<file path="config.mk">
export PLATFORM = sky130hd
export DESIGN_NAME = sdram_access_arbiter
export DESIGN_NICKNAME = d
export VERILOG_FILES = /design/src/rtl/sdram_access_arbiter.sv
export SDC_FILE = /design/constraint.sdc
export NUM_CORES = 1
export LEC_CHECK = 0
export ABC_AREA = 0
export ABC_CLOCK_PERIOD_IN_PS = 3300
export BUFFER_PORTS_ARGS = -buffer_cell sky130_fd_sc_hd__buf_2
export CORE_MARGIN = 1
export CORE_UTILIZATION = 45
export CTS_BUF_LIST = sky130_fd_sc_hd__clkbuf_8
export CTS_CLUSTER_SIZE = 24
export DETAILED_ROUTE_END_ITERATION = 12
export PLACE_DENSITY = 0.85
export SYNTH_ARGS = -nofsm -noshare
export SYNTH_HDL_FRONTEND = slang
export SYNTH_SLANG_ARGS = --single-unit
</file>
<file path="constraint.sdc">
create_clock -name clock -period 3.3 [get_ports clock]
set_input_delay 0.33 -clock clock [delete_from_list [all_inputs] [get_ports clock]]
set_output_delay 0.33 -clock clock [all_outputs]
set_load 0.05 [all_outputs]
</file>
<file path="src/rtl/sdram_access_arbiter.sv">
// sdram_access_arbiter
// Lets the video line fetcher (reads) and the command processor (writes)
// share one single-port SDRAM controller, one burst at a time.
//   rd_req_* / rd_data* / rd_done : read requester handshake and beat stream
//   wr_req_* / wr_data* / wr_done : write requester handshake and show-ahead data
//   sdrc_*                        : SDRAM controller command/data interface
//   timeout_error                 : sticky flag, a burst stalled past TIMEOUT cycles
// Reads have fixed priority. After MAX_RD_STREAK consecutive read grants made
// while a write was waiting, the pending write is forced through.
module sdram_access_arbiter #(
    parameter int ADDR_W        = 21,
    parameter int LEN_W         = 7,
    parameter int MAX_RD_STREAK = 4,
    parameter int TIMEOUT       = 1023
) (
    input  logic              clock,
    input  logic              reset_n,
    input  logic              rd_req_valid,
    output logic              rd_req_ready,
    input  logic [ADDR_W-1:0] rd_req_addr,
    input  logic [LEN_W-1:0]  rd_req_len,
    output logic [31:0]       rd_data,
    output logic              rd_data_valid,
    output logic              rd_done,
    input  logic              wr_req_valid,
    output logic              wr_req_ready,
    input  logic [ADDR_W-1:0] wr_req_addr,
    input  logic [LEN_W-1:0]  wr_req_len,
    input  logic [3:0]        wr_req_dqm,
    input  logic [31:0]       wr_data,
    output logic              wr_data_pop,
    output logic              wr_done,
    input  logic              sdrc_init_done,
    input  logic              sdrc_busy_n,
    output logic              sdrc_rd_n,
    output logic              sdrc_wr_n,
    output logic [ADDR_W-1:0] sdrc_addr,
    output logic [LEN_W-1:0]  sdrc_data_len,
    output logic [3:0]        sdrc_dqm,
    output logic [31:0]       sdrc_data_write,
    input  logic [31:0]       sdrc_data_read,
    input  logic              sdrc_rd_valid,
    input  logic              sdrc_wrd_ack,
    output logic              sdrc_self_refresh,
    output logic              sdrc_power_down,
    output logic              timeout_error
);

    localparam int STREAK_W = $clog2(MAX_RD_STREAK + 1);
    localparam int WD_W     = $clog2(TIMEOUT + 1);

    typedef enum logic [2:0] {
        ST_INIT    = 3'd0,
        ST_IDLE    = 3'd1,
        ST_RD_CMD  = 3'd2,
        ST_RD_WAIT = 3'd3,
        ST_WR_CMD  = 3'd4,
        ST_WR_WAIT = 3'd5
    } state_t;

    state_t              state_q, state_d;
    logic [ADDR_W-1:0]   addr_q, addr_d;
    logic [LEN_W-1:0]    len_q, len_d;
    logic [3:0]          dqm_q, dqm_d;
    logic                rd_n_q, rd_n_d;
    logic                wr_n_q, wr_n_d;
    logic                rd_done_q, rd_done_d;
    logic                wr_done_q, wr_done_d;
    logic [LEN_W-1:0]    beat_q, beat_d;
    logic [WD_W-1:0]     wd_q, wd_d;
    logic                err_q, err_d;
    logic [STREAK_W-1:0] streak_q, streak_d;
    logic                rd_ready_s, wr_ready_s, rd_valid_s, pop_s;
    logic                grant_rd_s;
    logic                last_beat_s;

    // Next-state, latch and strobe logic for the burst sequencer.
    always_comb begin
        state_d    = state_q;
        addr_d     = addr_q;
        len_d      = len_q;
        dqm_d      = dqm_q;
        rd_n_d     = 1'b1;
        wr_n_d     = 1'b1;
        rd_done_d  = 1'b0;
        wr_done_d  = 1'b0;
        beat_d     = beat_q;
        wd_d       = wd_q;
        err_d      = err_q;
        streak_d   = streak_q;
        rd_ready_s = 1'b0;
        wr_ready_s = 1'b0;
        rd_valid_s = 1'b0;
        pop_s      = 1'b0;
        // A write that has waited out the read streak beats a new read.
        grant_rd_s  = rd_req_valid &&
                      !(wr_req_valid && (streak_q >= STREAK_W'(MAX_RD_STREAK)));
        last_beat_s = (beat_q == len_q);

        if (!sdrc_init_done) begin
            // Controller lost initialisation: abandon any burst silently.
            state_d = ST_INIT;
        end else begin
            case (state_q)
                ST_INIT: begin
                    state_d = ST_IDLE;
                end
                ST_IDLE: begin
                    if (sdrc_busy_n && grant_rd_s) begin
                        rd_ready_s = 1'b1;
                        addr_d     = rd_req_addr;
                        len_d      = rd_req_len;
                        dqm_d      = 4'b0000;
                        beat_d     = {LEN_W{1'b0}};
                        rd_n_d     = 1'b0;
                        state_d    = ST_RD_CMD;
                        if (!wr_req_valid) begin
                            streak_d = {STREAK_W{1'b0}};
                        end else if (streak_q < STREAK_W'(MAX_RD_STREAK)) begin
                            streak_d = streak_q + STREAK_W'(1);
                        end else begin
                            streak_d = streak_q;
                        end
                    end else if (sdrc_busy_n && wr_req_valid) begin
                        wr_ready_s = 1'b1;
                        addr_d     = wr_req_addr;
                        len_d      = wr_req_len;
                        dqm_d      = wr_req_dqm;
                        beat_d     = {LEN_W{1'b0}};
                        wr_n_d     = 1'b0;
                        streak_d   = {STREAK_W{1'b0}};
                        state_d    = ST_WR_CMD;
                    end else begin
                        state_d = ST_IDLE;
                    end
                end
                ST_RD_CMD: begin
                    wd_d    = {WD_W{1'b0}};
                    state_d = ST_RD_WAIT;
                end
                ST_WR_CMD: begin
                    wd_d    = {WD_W{1'b0}};
                    state_d = ST_WR_WAIT;
                end
                ST_RD_WAIT: begin
                    rd_valid_s = sdrc_rd_valid;
                    // A final beat on the watchdog's last cycle still completes.
                    if (sdrc_rd_valid && last_beat_s) begin
                        rd_done_d = 1'b1;
                        state_d   = ST_IDLE;
                    end else if (wd_q == WD_W'(TIMEOUT)) begin
                        err_d   = 1'b1;
                        state_d = ST_IDLE;
                    end else begin
                        wd_d   = wd_q + WD_W'(1);
                        beat_d = sdrc_rd_valid ? (beat_q + LEN_W'(1)) : beat_q;
                    end
                end
                ST_WR_WAIT: begin
                    pop_s = sdrc_wrd_ack;
                    if (sdrc_wrd_ack && last_beat_s) begin
                        wr_done_d = 1'b1;
                        state_d   = ST_IDLE;
                    end else if (wd_q == WD_W'(TIMEOUT)) begin
                        err_d   = 1'b1;
                        state_d = ST_IDLE;
                    end else begin
                        wd_d   = wd_q + WD_W'(1);
                        beat_d = sdrc_wrd_ack ? (beat_q + LEN_W'(1)) : beat_q;
                    end
                end
                default: begin
                    state_d = ST_INIT;
                end
            endcase
        end
    end

    // State and latched-burst registers.
    always_ff @(posedge clock or negedge reset_n) begin
        if (!reset_n) begin
            state_q   <= ST_INIT;
            addr_q    <= {ADDR_W{1'b0}};
            len_q     <= {LEN_W{1'b0}};
            dqm_q     <= 4'b0000;
            rd_n_q    <= 1'b1;
            wr_n_q    <= 1'b1;
            rd_done_q <= 1'b0;
            wr_done_q <= 1'b0;
            beat_q    <= {LEN_W{1'b0}};
            wd_q      <= {WD_W{1'b0}};
            err_q     <= 1'b0;
            streak_q  <= {STREAK_W{1'b0}};
        end else begin
            state_q   <= state_d;
            addr_q    <= addr_d;
            len_q     <= len_d;
            dqm_q     <= dqm_d;
            rd_n_q    <= rd_n_d;
            wr_n_q    <= wr_n_d;
            rd_done_q <= rd_done_d;
            wr_done_q <= wr_done_d;
            beat_q    <= beat_d;
            wd_q      <= wd_d;
            err_q     <= err_d;
            streak_q  <= streak_d;
        end
    end

    // Handshakes and beat strobes are combinational so a grant or beat lands in its own cycle.
    assign rd_req_ready      = rd_ready_s;
    assign wr_req_ready      = wr_ready_s;
    assign rd_data           = sdrc_data_read;
    assign rd_data_valid     = rd_valid_s;
    assign wr_data_pop       = pop_s;
    assign rd_done           = rd_done_q;
    assign wr_done           = wr_done_q;
    assign sdrc_rd_n         = rd_n_q;
    assign sdrc_wr_n         = wr_n_q;
    assign sdrc_addr         = addr_q;
    assign sdrc_data_len     = len_q;
    assign sdrc_dqm          = dqm_q;
    assign sdrc_data_write   = wr_data;
    assign sdrc_self_refresh = 1'b0;
    assign sdrc_power_down   = 1'b0;
    assign timeout_error     = err_q;

endmodule

</file>
-- After elaboration in Yosys (flattened, before gate mapping)
Cells that the tools add are included.
- output and inout port bits: 107
- memories: 0
- flip-flop bits (word level): 60
- bits in writable memories: 0
- bits in latches: 0
- word-level logic and storage cells: 108
- bits in read-only memories: 0
- input port bits: 132
- muxes and demuxes: 58
- eq/ne operators: 15
- shifts and indexed selects: 0
- reduce and logical (&&, ||, !) cells: 18
- bitwise gates (word level): 0
- $lt $le $gt $ge: 2
- multipliers: 0
- div/mod/pow operators: 0
- add/sub/neg operators: 3
- operators with widths (kind ; count):
    two-way mux 7 bit ; 10
    two-way mux 21 bit ; 2
    two-way mux 10 bit ; 3
    two-way mux 3 bit ; 10
    case mux 10 bit (3 select lines) ; 1
    two-way mux 1 bit ; 27
    case mux 7 bit (3 select lines) ; 1
    case mux 3 bit (6 select lines) ; 1
    inequality test 2 bit (second input constant) ; 6
    AND reduction 4 bit ; 3
    adder 10 x 1 -> 10 bit (second input constant) ; 1
    equality test 10 bit (second input constant) ; 1
    AND reduction 9 bit ; 1
    two-way mux 4 bit ; 2
    adder 7 x 1 -> 7 bit (second input constant) ; 1
    equality test 7 bit ; 1
    equality test 3 x 2 -> 1 bit (second input constant) ; 2
    equality test 3 bit (second input constant) ; 2
    logical AND 1 bit ; 6
    nonzero test 3 bit ; 2
    nonzero test 2 bit ; 2
    adder 3 x 1 -> 3 bit (second input constant) ; 1
    equality test 3 x 1 -> 1 bit (second input constant) ; 1
    >= comparator 3 bit (second input constant) ; 1
    other kinds (8) ; 8

-- Logic depth before layout (Yosys ltp)
Gate-level depths: netlist of the first run.
- depth in word-level cells: 8
- mapped depth: 7
- mapped depth without buffers: 6

-- Worst setup path after synthesis of the first run
No wires, ideal clock.
- path type: register to register
- start point: register len_q[3] (netlist: sdrc_data_len[3])
- end point: register wd_q[6]
- setup slack: 1.415 ns
- path buffers: 2
- stages on the path, launching flop included: 8
- clock period less this slack: 1.885 ns
- setup time: 0.103 ns
- arrival: 1.781 ns
- required time: 3.197 ns
- cells stage by stage: dfrtp_1 xnor2_1 nand3_1 nor4b_4 buf_6 buf_6 o31ai_1 o41ai_2
- longest elaborated chain between the ends: 4
- elaborated cells between the ends (all ways): 6
- those cells by class: eq/ne (3); reduce/logical (3)
- RTL lines (what ; line ; source):
    start, declared ; 63 ; logic [LEN_W-1:0] len_q, len_d;
    start signal, assigned ; 184 ; len_q <= {LEN_W{1'b0}};
    start signal, assigned ; 197 ; len_q <= len_d;
    equality test 7 bit (*) ; 98 ; last_beat_s = (beat_q == len_q);
    logical AND 1 bit, on equally long branches ; 161, 148 ;
    inequality test 2 bit (no line) ; - ;
    AND reduction 4 bit (no line) (*) ; - ;
    end signal, assigned ; 191 ; wd_q <= {WD_W{1'b0}};
    end signal, assigned ; 204 ; wd_q <= wd_d;
    end, declared ; 70 ; logic [WD_W-1:0] wd_q, wd_d;
Every way passes the cells marked *; elsewhere a longest branch is shown, timed or not.
A chain may end at the register's enable or synchronous reset.

-- Worst setup path in the final report of the first run
- start point: register state_q[1]
- end point: register wd_q[7]
- longest elaborated chain between the ends: 4
- elaborated cells between the ends (all ways): 10
- those cells by class: eq/ne (6); mux (1); reduce/logical (3)
- RTL lines (what ; line ; source):
    start, declared ; 61 ; state_t state_q, state_d;
    start signal, assigned ; 195 ; state_q <= state_d;
    equality test 3 bit / equality test 3 x 2 -> 1 bit (equally long branches) ; 104 ; case (state_q)
    OR reduction 2 bit (no line) ; - ;
    nonzero test 3 bit (no line) ; - ;
    AND reduction 4 bit (no line) ; - ;
Parallel ways exist; a longest one is shown, timed or not.

==> results of run 1 <==
## area by class of cell
cell class	count	area (um^2)	area share, %
clock buffers	11	151.4	3.842
flip-flops and latches	60	1504	38.17
inverters	9	33.78	0.8574
repair buffers	112	570.5	14.48
well taps	102	127.6	3.239
multi-input cells	268	1501	38.11
clock inverters	5	51.30	1.302
## worst paths after layout
kind / startpoint / endpoint / depth (start not counted)
setup reg to reg: state_q[1] / wd_q[7] / 6
hold / removal: reset_n / rd_done / 1
setup / recovery: state_q[1] / wd_q[7] / 6
hold reg to reg: sdrc_dqm[3] / sdrc_dqm[3] / 2
max in group asynchronous: reset_n / sdrc_rd_n / 2
min in group clock: wr_req_dqm[1] / sdrc_dqm[1] / 3
## routing by layer
| layer | up-vias | track usage [%] | wire length (um) |
|---|---|---|---|
| met2 | 151 | 35.82 | 4668 |
| met5 | - | 4.487 | 49 |
| met3 | 43 | 13.93 | 1231 |
| met1 | 1474 | 27.82 | 3815 |
| met4 | 2 | 13.80 | 394 |
| li1 | 1457 | - | - |
## stage by stage
| step | total power, mW | area, um^2 | std cells | setup WS (ns) | util (%) |
|---|---|---|---|---|---|
| 6_report | 2.562 | 3940 | 567 | 1.013 | 50.46 |
| 5_1_grt | 2.680 | 3940 | 567 | 0.8680 | 50.46 |
| 4_1_cts | 2.580 | 3940 | 567 | 1.042 | 50.46 |
| 3_5_place_dp | 1.901 | 3737 | 551 | 1.062 | 47.87 |
| 3_3_place_gp | 1.877 | 3737 | 551 | 1.152 | 47.87 |
| 2_1_floorplan | 1.855 | 3669 | 427 | 1.415 | - |
## cell usage in the layout, fill, tap and decap left out, types with 2 or more instances in the layout
cell      synthesis  routed
nor2b_1           4       4
nand2b_1          6       6
o21ai_1           7       7
or4_1             7       7
and3_1            3       3
conb_1            1       2
nand3_2           2       2
nor3_1            3       2
o41ai_1           2       2
a21oi_2           4       4
a31oi_1          33      33
ha_1              4       4
clkbuf_8          0      11
dfrtp_1          58      58
nor2_1           40      40
nand2_1          77      77
nand3_1          16      16
o21ai_0           6       6
buf_4            68       4
inv_1             9      10
clkinv_2          0       2
nand4_1           2       2
or2_2             3       3
o31ai_1          16      16
buf_2             9     108
dfstp_2           2       2
xnor2_1           8       8
a21oi_1           6       6
## sequential cells by signal (all words and copies together), names as in the netlist
| register | flops |
|---|---|
| sdrc_dqm | 4 |
| sdrc_wr_n | 1 |
| streak_q | 3 |
| timeout_error | 1 |
| state_q | 3 |
| rd_done | 1 |
| sdrc_data_len | 7 |
| wr_done | 1 |
| beat_q | 7 |
| sdrc_addr | 21 |
| wd_q | 10 |
| sdrc_rd_n | 1 |
## logic make-up after synthesis
| logic type | after synthesis | share of synthesized area (%) |
|---|---|---|
| AND/OR/NAND/NOR | 172 | 22.33 |
| buffers and inverters | 99 | 18.23 |
| AO/OA/AOI/OAI | 81 | 14.72 |
| flip-flops | 60 | 41.04 |
| XOR/XNOR | 8 | 1.912 |
| adder cells (fa/ha/maj) | 4 | 1.366 |
| other | 1 | 0.1023 |
| multiplexers | 1 | 0.3073 |
## power by group
part | internal [mW] | switching, mW | total (mW)
Combinational | 0.232 | 0.681 | 0.913
Sequential | 0.870 | 0.106 | 0.976
Clock | 0.385 | 0.289 | 0.673
Total | 1.49 | 1.08 | 2.56
## worst max-delay path, stage by stage, from the launching register on
cell,delay (ns)
dfrtp_1,0.52
nand2b_1,0.25
mux2_2,0.30
nor4b_4,0.27
buf_4,0.31
or3_1,0.37
o31ai_1,0.13
==> results.md, run 1 <==
* Worst Path Arrival at 2.49 ns
* Root buf cell: clkbuf_8
* Crit Path Category: reg2reg
* GRT Util Overall at 24.57%
* Post-Syn Area per Cell at 8.603 um^2
* Total core area at 7807 um^2
* Total wire length after detailed routing at 10,160 um
* Worst-margin pin slew at 1.111 ns
* Worst-Skew Late Latency at 0.33 ns
* Die H at 92.25 um
* Clock Path Buffers at 2
* Clk sink count at 60
* Antenna Cells at 0
* RSZ-0062 raised after global routing: false
* Largest net degree at the start of global routing at 66
* Placement Rows at 32
* Cts repair resizes at 0
* Worst hold path class: in2async
* Vias per inst at 5.515
* Antenna violations before repair at 0
* Maximum level of the CTS H-tree at 3
* Largest cells by area after synthesis: dfrtp_1 (40%), buf_4 (14%), nand2_1 (7.9%)
* Setup_tns at 0 ns
* Fill count at 727
* Initial Util at 46.94%
* Static leakage at 1.860 nW
* Pins Over Slew Limit at 0
* FMAX at 437.3 MHz
* Ports at 239
* Detail Route Antenna Nets at 0
* Mapped Area at 3665 um^2
* P per Cell Area at 650.3 nW/um^2
* Ys async rst share at 100.0%
* Grt ovf at 0
* Vias in the first global route at 2,960
* Startpoint Class: flip-flop
* DP HPWL at 7478 um
* Detailed Route Iter0 Violations at 261
* CTS tree: yes
* Clock Skews at 0.009699 ns
* Share of layout cells above drive strength 1 at 31.18%
* 1st-pass router iterations at 5
* Final setup vio count at 0
* Critical path peak fanout at 26
* First-pass GRT wire length at 15,640 um
* Drt wl/cell at 17.92 um
* Maximum vdd drop at 0.0002707 V
* Sequential fraction of the synthesis area at 41.04%
* Placer Congestion at 0.8629
* Gate Count Post-Synth at 426
* Max cap viols at 0
* # DRC at 0
* R2R Setup Slk at 1.01 ns
* Worst-path clk slew at 0.07 ns
* Number of synthesized flops with an enable pin at 0
* Hold-fix buffers at CTS at 0
* Status: finished clean
* Synth cell types at 46
* Fin crit period at 2.287 ns
* Total clock buffers created by CTS at 9
* Fin. Hold Viols at 0
* Top cell type's share of synthesized area at 39.60%
* Synth warnings at 0
* Max-slew headroom at 25.95%
* Ys flop type: dfrtp_1
* Setup Fix Bufs, Post-CTS at 0
* Endpoint class of the critical path: flip-flop
* Port bufs at 108
* Die X at 92.25 um
* Via count at 3,127
* Most common cell in the netlist: nand2_1
* WHS at 0.1185 ns
* Die ar. at 8509 um^2
* Critical path data required time at 3.51 ns
* Area leader, netlist: dfrtp_1
* Flops & latches, synth at 60
* Ratio of final minimum period to clock period at 69.30%
* Fin nets at 596
* Commonest cells post-synth: nand2_1 (77), buf_4 (68), dfrtp_1 (58), nor2_1 (40), a31oi_1 (33)
* Area grow syn2layout at 7.511%
No activity file was read; power rests on OpenSTA's default activity.
==> inputs of run 2 (changes only) <==
--- a/config.mk
+++ b/config.mk
@@ -6,14 +6,14 @@
 export NUM_CORES = 1
 export LEC_CHECK = 0
 export ABC_AREA = 0
-export ABC_CLOCK_PERIOD_IN_PS = 3300
+export ABC_CLOCK_PERIOD_IN_PS = 2100
 export BUFFER_PORTS_ARGS = -buffer_cell sky130_fd_sc_hd__buf_2
 export CORE_MARGIN = 1
-export CORE_UTILIZATION = 45
+export CORE_UTILIZATION = 40
 export CTS_BUF_LIST = sky130_fd_sc_hd__clkbuf_8
 export CTS_CLUSTER_SIZE = 24
 export DETAILED_ROUTE_END_ITERATION = 12
-export PLACE_DENSITY = 0.85
+export PLACE_DENSITY = 0.8
 export SYNTH_ARGS = -nofsm -noshare
 export SYNTH_HDL_FRONTEND = slang
 export SYNTH_SLANG_ARGS = --single-unit
==> constraint.sdc (replaced) <==
create_clock -name clock -period 2.1 [get_ports clock]
set_input_delay 0.21 -clock clock [delete_from_list [all_inputs] [get_ports clock]]
set_output_delay 0.21 -clock clock [all_outputs]
set_load 0.05 [all_outputs]
==> run 2 against run 1 <==
  * The flow now finishes with violations (DRC)
  * Combinational power increased by 58%
  * Sequential power increased by 57%
  * Count of clock-buffer cells in the layout unchanged
  * First-iteration DRC count decreased by 46%
  * Design area increased by 3.5%
  * Critical path type is now reg2out
  * Largest power group unchanged
==> results.md, run 2 (synthesis results as in run 1) <==
* Setup WS pre-CTS at 0.1089 ns
* Setup_tns at 0 ns
* GRT Util Overall at 20.61%
* RSZ-0062 raised after global routing: false
* Port bufs at 108
* Final cell count without fillers at 579
* Violated checks: DRC
* Critical path data required time at 1.89 ns
* Reg power frac at 35.8%
* Via count at 3,090
* DP HPWL at 7176 um
* Worst setup margin at 0.1132 ns
* Share of layout cells above drive strength 1 at 32.27%
* Ratio of final minimum period to clock period at 94.61%
* Drt wl/cell at 16.52 um
* P per Cell Area at 1048 nW/um^2
* Detail Route Antenna Nets at 0
* Die X at 97.72 um
* # DRC at 6
* Total wire length after detailed routing at 9565 um
* Detailed Route Iter0 Violations at 140
* Antenna violations before repair at 0
* Die H at 97.72 um
* Clk sink count at 60
* Initial Util at 41.62%
* Maximum level of the CTS H-tree at 3
* Max cap viols at 0
* Worst hold path class: in2reg
* WHS at 0.08409 ns
* Family with the most delay on the worst path: simple AND/OR/NAND/NOR gates
* First-pass GRT wire length at 15,310 um
* Status: complete, but fails checks
* Critical path peak fanout at 11
* Pins Over Slew Limit at 0
* RR Startpoint: state_q[2]
* Fin crit period at 1.987 ns
* NetSw at 1.682 mW
* Combinational share of power at 33.6%
* Clock Skews at 0.009845 ns
* Fill count at 837
* Worst-path clk slew at 0.07 ns
* Vias in the first global route at 3,035
* Max stage delay on crit path at 0.54 ns
* Slowest-stage cell, CP: dfrtp_1
* Max reg flops at 21
* Ports at 239
* FMAX at 503.3 MHz
* Grt ovf at 0
* Pint at 2.591 mW
* 1st-pass router iterations at 8
* Leading cell types in the layout, fill and taps excluded: buf_2 (108), nand2_1 (77), dfrtp_1 (57)
* Crit. Startpoint: state_q[0]
* Endpoint class of the critical path: primary output
* Area grow syn2layout at 11.27%
* Power Total at 4.274 mW
* Static leakage at 1.920 nW
* Worst path bufs/invs at 2
* Dpl cells at 562
* Placer Congestion at 0.8937
* Finished Cell Area at 4078 um^2
* Final Util at 46.31%
* Most common cell after layout, fill and taps aside: buf_2
* Clock Power Share at 30.6%
* CTS tree: yes
* Startpoint Class: flip-flop
* Fin. Hold Viols at 0
* Largest net degree at the start of global routing at 66
* Root buf cell: clkbuf_8
* Worst-Skew Late Latency at 0.34 ns
* Switching part of the total at 39.37%
* Maximum vdd drop at 0.0005522 V
* Setup Fix Bufs, Post-CTS at 0
* Total core area at 8806 um^2
* Vias per inst at 5.337
* CP Cell Sequence: nand2_1 > or4_1 > inv_1 > buf_2
* Die ar. at 9548 um^2
* Hold Path Origin: wr_req_dqm[0]
* Placed Area at 3807 um^2
* Total clock buffers created by CTS at 9
* Placement Rows at 34
* Fin nets at 602
* Crit Path Category: reg2out
* Clock Path Buffers at 2
* Antenna Cells at 0
* Worst Path Arrival at 1.78 ns
* Final setup vio count at 0
-- run 2: cell count changes in the layout (fill, tap and decap cells not counted), sizes merged --
cell / delta
buf: +5
bufinv: +2
clkinv: -1
clkinvlp: -1
dlygate4sd3: +1
-- run 2: final timing paths --
kind | slack [ns] | end | cells past startpoint
worst max-delay path | 0.11 | rd_req_ready | 4
worst min-delay path | 0.08 | sdrc_dqm[0] | 3
worst max register to register | 0.16 | beat_q[3] | 5
worst min register to register | 0.46 | sdrc_dqm[0] | 2
max in group asynchronous | 1.23 | sdrc_addr[4] | 3
min in group asynchronous | 0.30 | streak_q[2] | 2
-- run 2: layout make-up --
type                            instances  area [um^2]  share of cell area (%)
Clock buffer                           11        151.4                   3.713
Inverter                                9        33.78                  0.8285
Timing Repair Buffer                  118        646.9                   15.86
Clock inverter                          5        98.84                   2.424
Sequential cell                        60         1505                   36.91
Tap cell                              108        135.1                   3.314
Multi-Input combinational cell        268         1506                   36.94
-- run 2: worst reg2reg max path, cell delays in order (launching register included) --
cell and delay [ns]:
dfrtp_1 0.51, xnor2_1 0.25, or4b_4 0.19, nand3_2 0.22, or4_1 0.56, a21oi_2 0.15
-- run 2: what timing repair did --
item,CTS,global route
hold buffers,1,0
gates resized for setup,0,3
hold endpoints to repair,9,0
setup endpoints to repair,0,16
-- run 2: power by group through the flow --
| stage | sequential [mW] | clock [mW] | combinational, mW |
|---|---|---|---|
| 2_1_floorplan | 2.21 | 0 | 0.709 |
| 3_3_place_gp | 1.54 | 0 | 1.42 |
| 3_5_place_dp | 1.54 | 0 | 1.44 |
| 4_1_cts | 1.53 | 1.34 | 1.45 |
| 5_1_grt | 1.56 | 1.40 | 1.53 |
| 6_report | 1.53 | 1.31 | 1.44 |
-- run 2: metal layers --
| metal | wire length, um | GRT usage, % |
|---|---|---|
| met1 | 3745 | 23.19 |
| met2 | 4635 | 33.33 |
| met3 | 920 | 9.712 |
| met4 | 264 | 9.207 |
| met5 | 0 | 0 |
